==> src/rtl/transform_pkg.sv <==
// transform_pkg: coordinate/tilt widths, screen pivot and extent constants shared by the tilt pipeline
package transform_pkg;
   localparam int W    = 11;
   localparam int S    = 11;
   localparam int FRAC = 4;
   localparam int CX   = 320;
   localparam int CY   = 240;
   localparam int XMAX = 639;
   localparam int YMAX = 479;
   localparam int DW   = W + 1;
   localparam int PW   = W + S + 1;
   localparam int SW   = W + S + 2;
endpackage

==> src/rtl/tilt_axis.sv <==
// tilt_axis: one axis of the tilt map (offset, multiply, shift-add); CLAMP_EN selects clamp+oob over wrap
module tilt_axis
   import transform_pkg::*;
#(
   parameter int PIVOT = CX,
   parameter int MAX   = XMAX
)(
   input  logic                clk,
   input  logic                rst_n,
   input  logic                en_i,
   input  logic [W-1:0]        c_i,
   input  logic signed [S-1:0] sin_i,
   output logic [W-1:0]        c_o,
   output logic                oob_o
);
   logic [W-1:0]         c1_q, c2_q, c_d;
   logic signed [DW-1:0] d1_q;
   logic signed [PW-1:0] p2_q, p_sh;
   logic signed [SW-1:0] sum;
   logic                 oob_d;
   // floor-rounded shift-add, then clamp into the screen or wrap modulo 2^W
   always_comb begin
      p_sh = p2_q >>> FRAC;
      sum = $signed({{(SW-W){1'b0}}, c2_q}) + SW'(p_sh);
`ifdef CLAMP_EN
      c_d = sum < 0 ? '0 : sum > SW'(MAX) ? W'(MAX) : sum[W-1:0];
      oob_d = sum < 0 || sum > SW'(MAX);
`else
      c_d = sum[W-1:0];
      oob_d = 1'b0;
`endif
   end
   // S1 coord and pivot offset, S2 product with the tilt live at entry, S3 mapped output
   always_ff @(posedge clk or negedge rst_n)
      if (!rst_n) begin
         c1_q  <= '0;
         d1_q  <= '0;
         c2_q  <= '0;
         p2_q  <= '0;
         c_o   <= '0;
         oob_o <= 1'b0;
      end else if (en_i) begin
         c1_q  <= c_i;
         d1_q  <= $signed({1'b0, c_i}) - DW'(PIVOT);
         c2_q  <= c1_q;
         p2_q  <= PW'(d1_q) * PW'(sin_i);
         c_o   <= c_d;
         oob_o <= oob_d;
      end
endmodule

==> src/rtl/transform_pipeline.sv <==
// transform_pipeline: 3-stage valid/ready tilt mapper with frame-synchronous tilt; CLAMP_EN adds clamping/oob
module transform_pipeline
   import transform_pkg::*;
(
   input  logic                clk,
   input  logic                rst_n,
   input  logic                tilt_load,
   input  logic signed [S-1:0] sin_x,
   input  logic signed [S-1:0] sin_y,
   input  logic                frame_start,
   input  logic                in_valid,
   output logic                in_ready,
   input  logic [W-1:0]        x,
   input  logic [W-1:0]        y,
   output logic                out_valid,
   input  logic                out_ready,
   output logic [W-1:0]        x_out,
   output logic [W-1:0]        y_out,
   output logic                oob
);
   logic                adv, v1_q, v2_q, ov_q, oob_x, oob_y;
   logic signed [S-1:0] shx_q, shy_q, ax_q, ay_q;
   assign adv       = out_ready | ~ov_q;
   assign in_ready  = adv;
   assign out_valid = ov_q;
   assign oob       = oob_x | oob_y;
   // valid chain moves with the global stall; tilt shadow/active update regardless of stall
   always_ff @(posedge clk or negedge rst_n)
      if (!rst_n) begin
         v1_q  <= 1'b0;
         v2_q  <= 1'b0;
         ov_q  <= 1'b0;
         shx_q <= '0;
         shy_q <= '0;
         ax_q  <= '0;
         ay_q  <= '0;
      end else begin
         if (adv) begin
            v1_q <= in_valid;
            v2_q <= v1_q;
            ov_q <= v2_q;
         end
         if (tilt_load) begin
            shx_q <= sin_x;
            shy_q <= sin_y;
         end
         if (frame_start) begin
            ax_q <= tilt_load ? sin_x : shx_q;
            ay_q <= tilt_load ? sin_y : shy_q;
         end
      end
   tilt_axis #(.PIVOT(CX), .MAX(XMAX)) u_x (
      .clk(clk), .rst_n(rst_n), .en_i(adv), .c_i(x), .sin_i(ax_q), .c_o(x_out), .oob_o(oob_x)
   );
   tilt_axis #(.PIVOT(CY), .MAX(YMAX)) u_y (
      .clk(clk), .rst_n(rst_n), .en_i(adv), .c_i(y), .sin_i(ay_q), .c_o(y_out), .oob_o(oob_y)
   );
endmodule
==> config.mk <==
export PLATFORM = sky130hd
export DESIGN_NAME = transform_pipeline
export DESIGN_NICKNAME = d
export VERILOG_FILES = /design/src/rtl/transform_pkg.sv /design/src/rtl/tilt_axis.sv /design/src/rtl/transform_pipeline.sv
export SDC_FILE = /design/constraint.sdc
export NUM_CORES = 1
export LEC_CHECK = 0
export BUFFER_PORTS_ARGS = -buffer_cell sky130_fd_sc_hd__buf_2
export CORE_MARGIN = 2
export CORE_UTILIZATION = 40
export DETAILED_ROUTE_END_ITERATION = 6
export PLACE_DENSITY_LB_ADDON = 0.1
export SLEW_MARGIN = 20
export SYNTH_ARGS = -nofsm -noshare
export SYNTH_HDL_FRONTEND = slang
export SYNTH_HIERARCHICAL = 1
export SYNTH_SLANG_ARGS = --single-unit
export TNS_END_PERCENT = 1
==> constraint.sdc <==
create_clock -name clk -period 6 [get_ports clk]
set_input_delay 0.6 -clock clk [delete_from_list [all_inputs] [get_ports clk]]
set_output_delay 0.6 -clock clk [all_outputs]
set_load 0.01 [all_outputs]
==> out/qor.yml <==
cts_tree: "done"
grt_pass1_vias: 8676
setup_viol: 0
synthFlopType: "dfrtp_1"
min_path_type: "in -> async"
start_util_pct: 40.6
n_fill_cell: 3064
fin_skew_ns: 0.0115
ant_nets: 0
final_cell_mix: "inv_1, dfrtp_1, fa_1"
placed_area_sq_um: 13500
clk_latency_ns: 0.44
gr-total-overflow: 0
syn_area_sq_um: 12900
layout_commonest_cell: "inv_1"
critPathRequiredTime_ns: 6.27
grt_pass1_wl_mm: 45.7
worst-path-buf-inv: 3
fin_util_pct: 44.6
arrival_ns: 5.30
core_area_sq_um: 31600
path_cells: "nand2_1 -> fa_1 -> fa_1 -> fa_1 -> inv_1 -> fa_1 -> inv_1 -> fa_1 -> inv_1 -> ha_1 -> a21o_1 -> a21oi_1 -> o21ai_1 -> a21o_2 -> a2111oi_4 -> or3_1 -> a31oi_1"
drive_gt1_share_pct: 19.8
critPathMaxFanout: 14
drt_pass1_iterations: 4
hpwl_mm: 20.4
setup_ws_ns: 0.969
fp-row-count: 65
post_cts_resized: 0
clockRootBuffer: "clkbuf_16"
io_buffer_count: 73
yosysSeqAreaShare_pct: 29.0
worst_pin_slew_ns: 0.958
drv_cap: 0
cts_buffers: 17
maxSlewHeadroom_pct: 36.1
io-pin-count: 75
fin_area_sq_um: 14100
nNetsFinal: 1537
drc: 0
place_congestion: 0.794
die_y_um: 183
grt_usage_pct: 17.6
fin_crit_ns: 5.03
via_count: 7977
rsz0062_at_grt: "no"
synth_edf_count: 0
endpoint_kind: "flop"
synthCells: 1207
syn_to_final_growth_pct: 9.80
hold_viol: 0
cpPeakStageDelay_ns: 0.65
wirelength_mm: 27.0
cts_setup_buffers: 0
wl_per_cell_um: 16.2
outcome: "complete, no violations"
die_x_um: 183
slowest_stage: "dfrtp_1"
drtIter0Drc: 277
cts_htree_levels: 4
synth-seq-cells: 149
grt_antenna_before_repair: 2
post-place-ws_ns: 0.951
path_class: "reg -> reg"
fmax_mhz: 199
slew_violations: 0
viasPerCell: 4.78
ys_types: 55
async_flop_share_pct: 100
ys_warn_count: 6
tns_ns: 0
path_clk_slew_ns: 0.07
crit_family: "adder cells"
cts.sinks: 149
finalCritPeriodShare_pct: 83.8
syn-num-nets: 1491
hold_buffers: 0
syn_avg_cell_area_sq_um: 10.7
cp-start-kind: "flop"
die-area_sq_um: 33600
crit_top_cell: "fa_1"
clk_path_buf_depth: 2
grt_max_degree: 97
[synth_stat cells, drive strengths merged (2+ instances only)]
master | instances | share of area (%)
and2 | 79 | 3.9
o21bai | 4 | 0.23
a21oi | 32 | 1.3
clkbuf | 36 | 1.3
buf | 12 | 0.61
nand2b | 7 | 0.34
o21a | 5 | 0.30
ha | 100 | 9.7
xor2 | 16 | 1.1
conb | 2 | 0.058
mux2i | 5 | 0.39
nor2b | 10 | 0.49
nand3 | 6 | 0.23
mux2 | 126 | 12
or3 | 2 | 0.097
xnor2 | 63 | 4.5
o21ai | 22 | 0.91
nor2 | 29 | 0.85
inv | 208 | 6.1
a31oi | 4 | 0.19
and3 | 5 | 0.24
nor3b | 2 | 0.12
fa | 134 | 21
a21o | 14 | 0.83
nand3b | 2 | 0.12
dfrtp | 149 | 29
nand2 | 119 | 3.5
[final cells by class]
type | instances | area [sq um] | area share [%]
antenna | 1 | 2.50 | 0.0177
clock buffer | 21 | 460 | 3.26
clock inverter | 10 | 145 | 1.03
inverter | 208 | 781 | 5.53
multi-input combinational | 802 | 8110 | 57.5
sequential | 149 | 3730 | 26.4
tap | 402 | 503 | 3.56
timing repair buffer | 75 | 387 | 2.74
[worst reg2reg max path, cell delays in order, from the launching register on]
cell and delay [ns]:
dfrtp_1 0.65, nand2_1 0.16, fa_1 0.52, fa_1 0.43
fa_1 0.49, inv_1 0.05, fa_1 0.52, inv_1 0.05
fa_1 0.47, inv_1 0.04, ha_1 0.30, a21o_1 0.17
a21oi_1 0.13, o21ai_1 0.11, a21o_2 0.26, a2111oi_4 0.32
or3_1 0.15, a31oi_1 0.07
[per-layer routing]
layer  vias up  GRT usage (%)  wire (um)  part of all wire [%]
li1       3861              -          -                     -
met1      4023           21.7      11700                    43
met2        75           31.8      14400                    53
met3        18           3.00        534                   2.0
met4         0           4.83        400                   1.5
met5         -              0          0                     0
[cells by family after synthesis]
logic type | after synthesis | synth area share (%)
buffers and inverters | 256 | 7.98
xor gates and xnor gates | 79 | 5.56
other | 2 | 0.0584
muxes | 131 | 12.1
and+or+nand+nor | 266 | 10.1
DFF | 149 | 29.0
adders and majority gates | 234 | 30.6
AOI/OAI and AO/OA | 90 | 4.60
[worst paths after layout]
| check | from | end | slack [ns] | cells after the start |
|---|---|---|---|---|
| min | rst_n | ay_q[6] | 0.30 | 1 |
| max reg2reg | ay_q[2] | u_y/p2_q[14] | 0.97 | 17 |
| max | ay_q[2] | u_y/p2_q[14] | 0.97 | 17 |
| max in group asynchronous | rst_n | u_x/p2_q[6] | 4.42 | 2 |
| min in group clk | y[0] | u_y/c1_q[0] | 0.39 | 2 |
| min reg2reg | v2_q | out_valid | 0.46 | 1 |
[per-stage QoR]
step | std cells | hold slack, ns
final | 1668 | 0.300
after global routing | 1668 | 0.365
after CTS | 1667 | 0.329
after detailed placement | 1636 | 0.450
after global placement | 1636 | 0.442
after floorplan | 1207 | 0.304
Power is left out: the tool's default activity adds up to more than one toggle a clock period on the data nets, which glitch-free logic cannot reach.
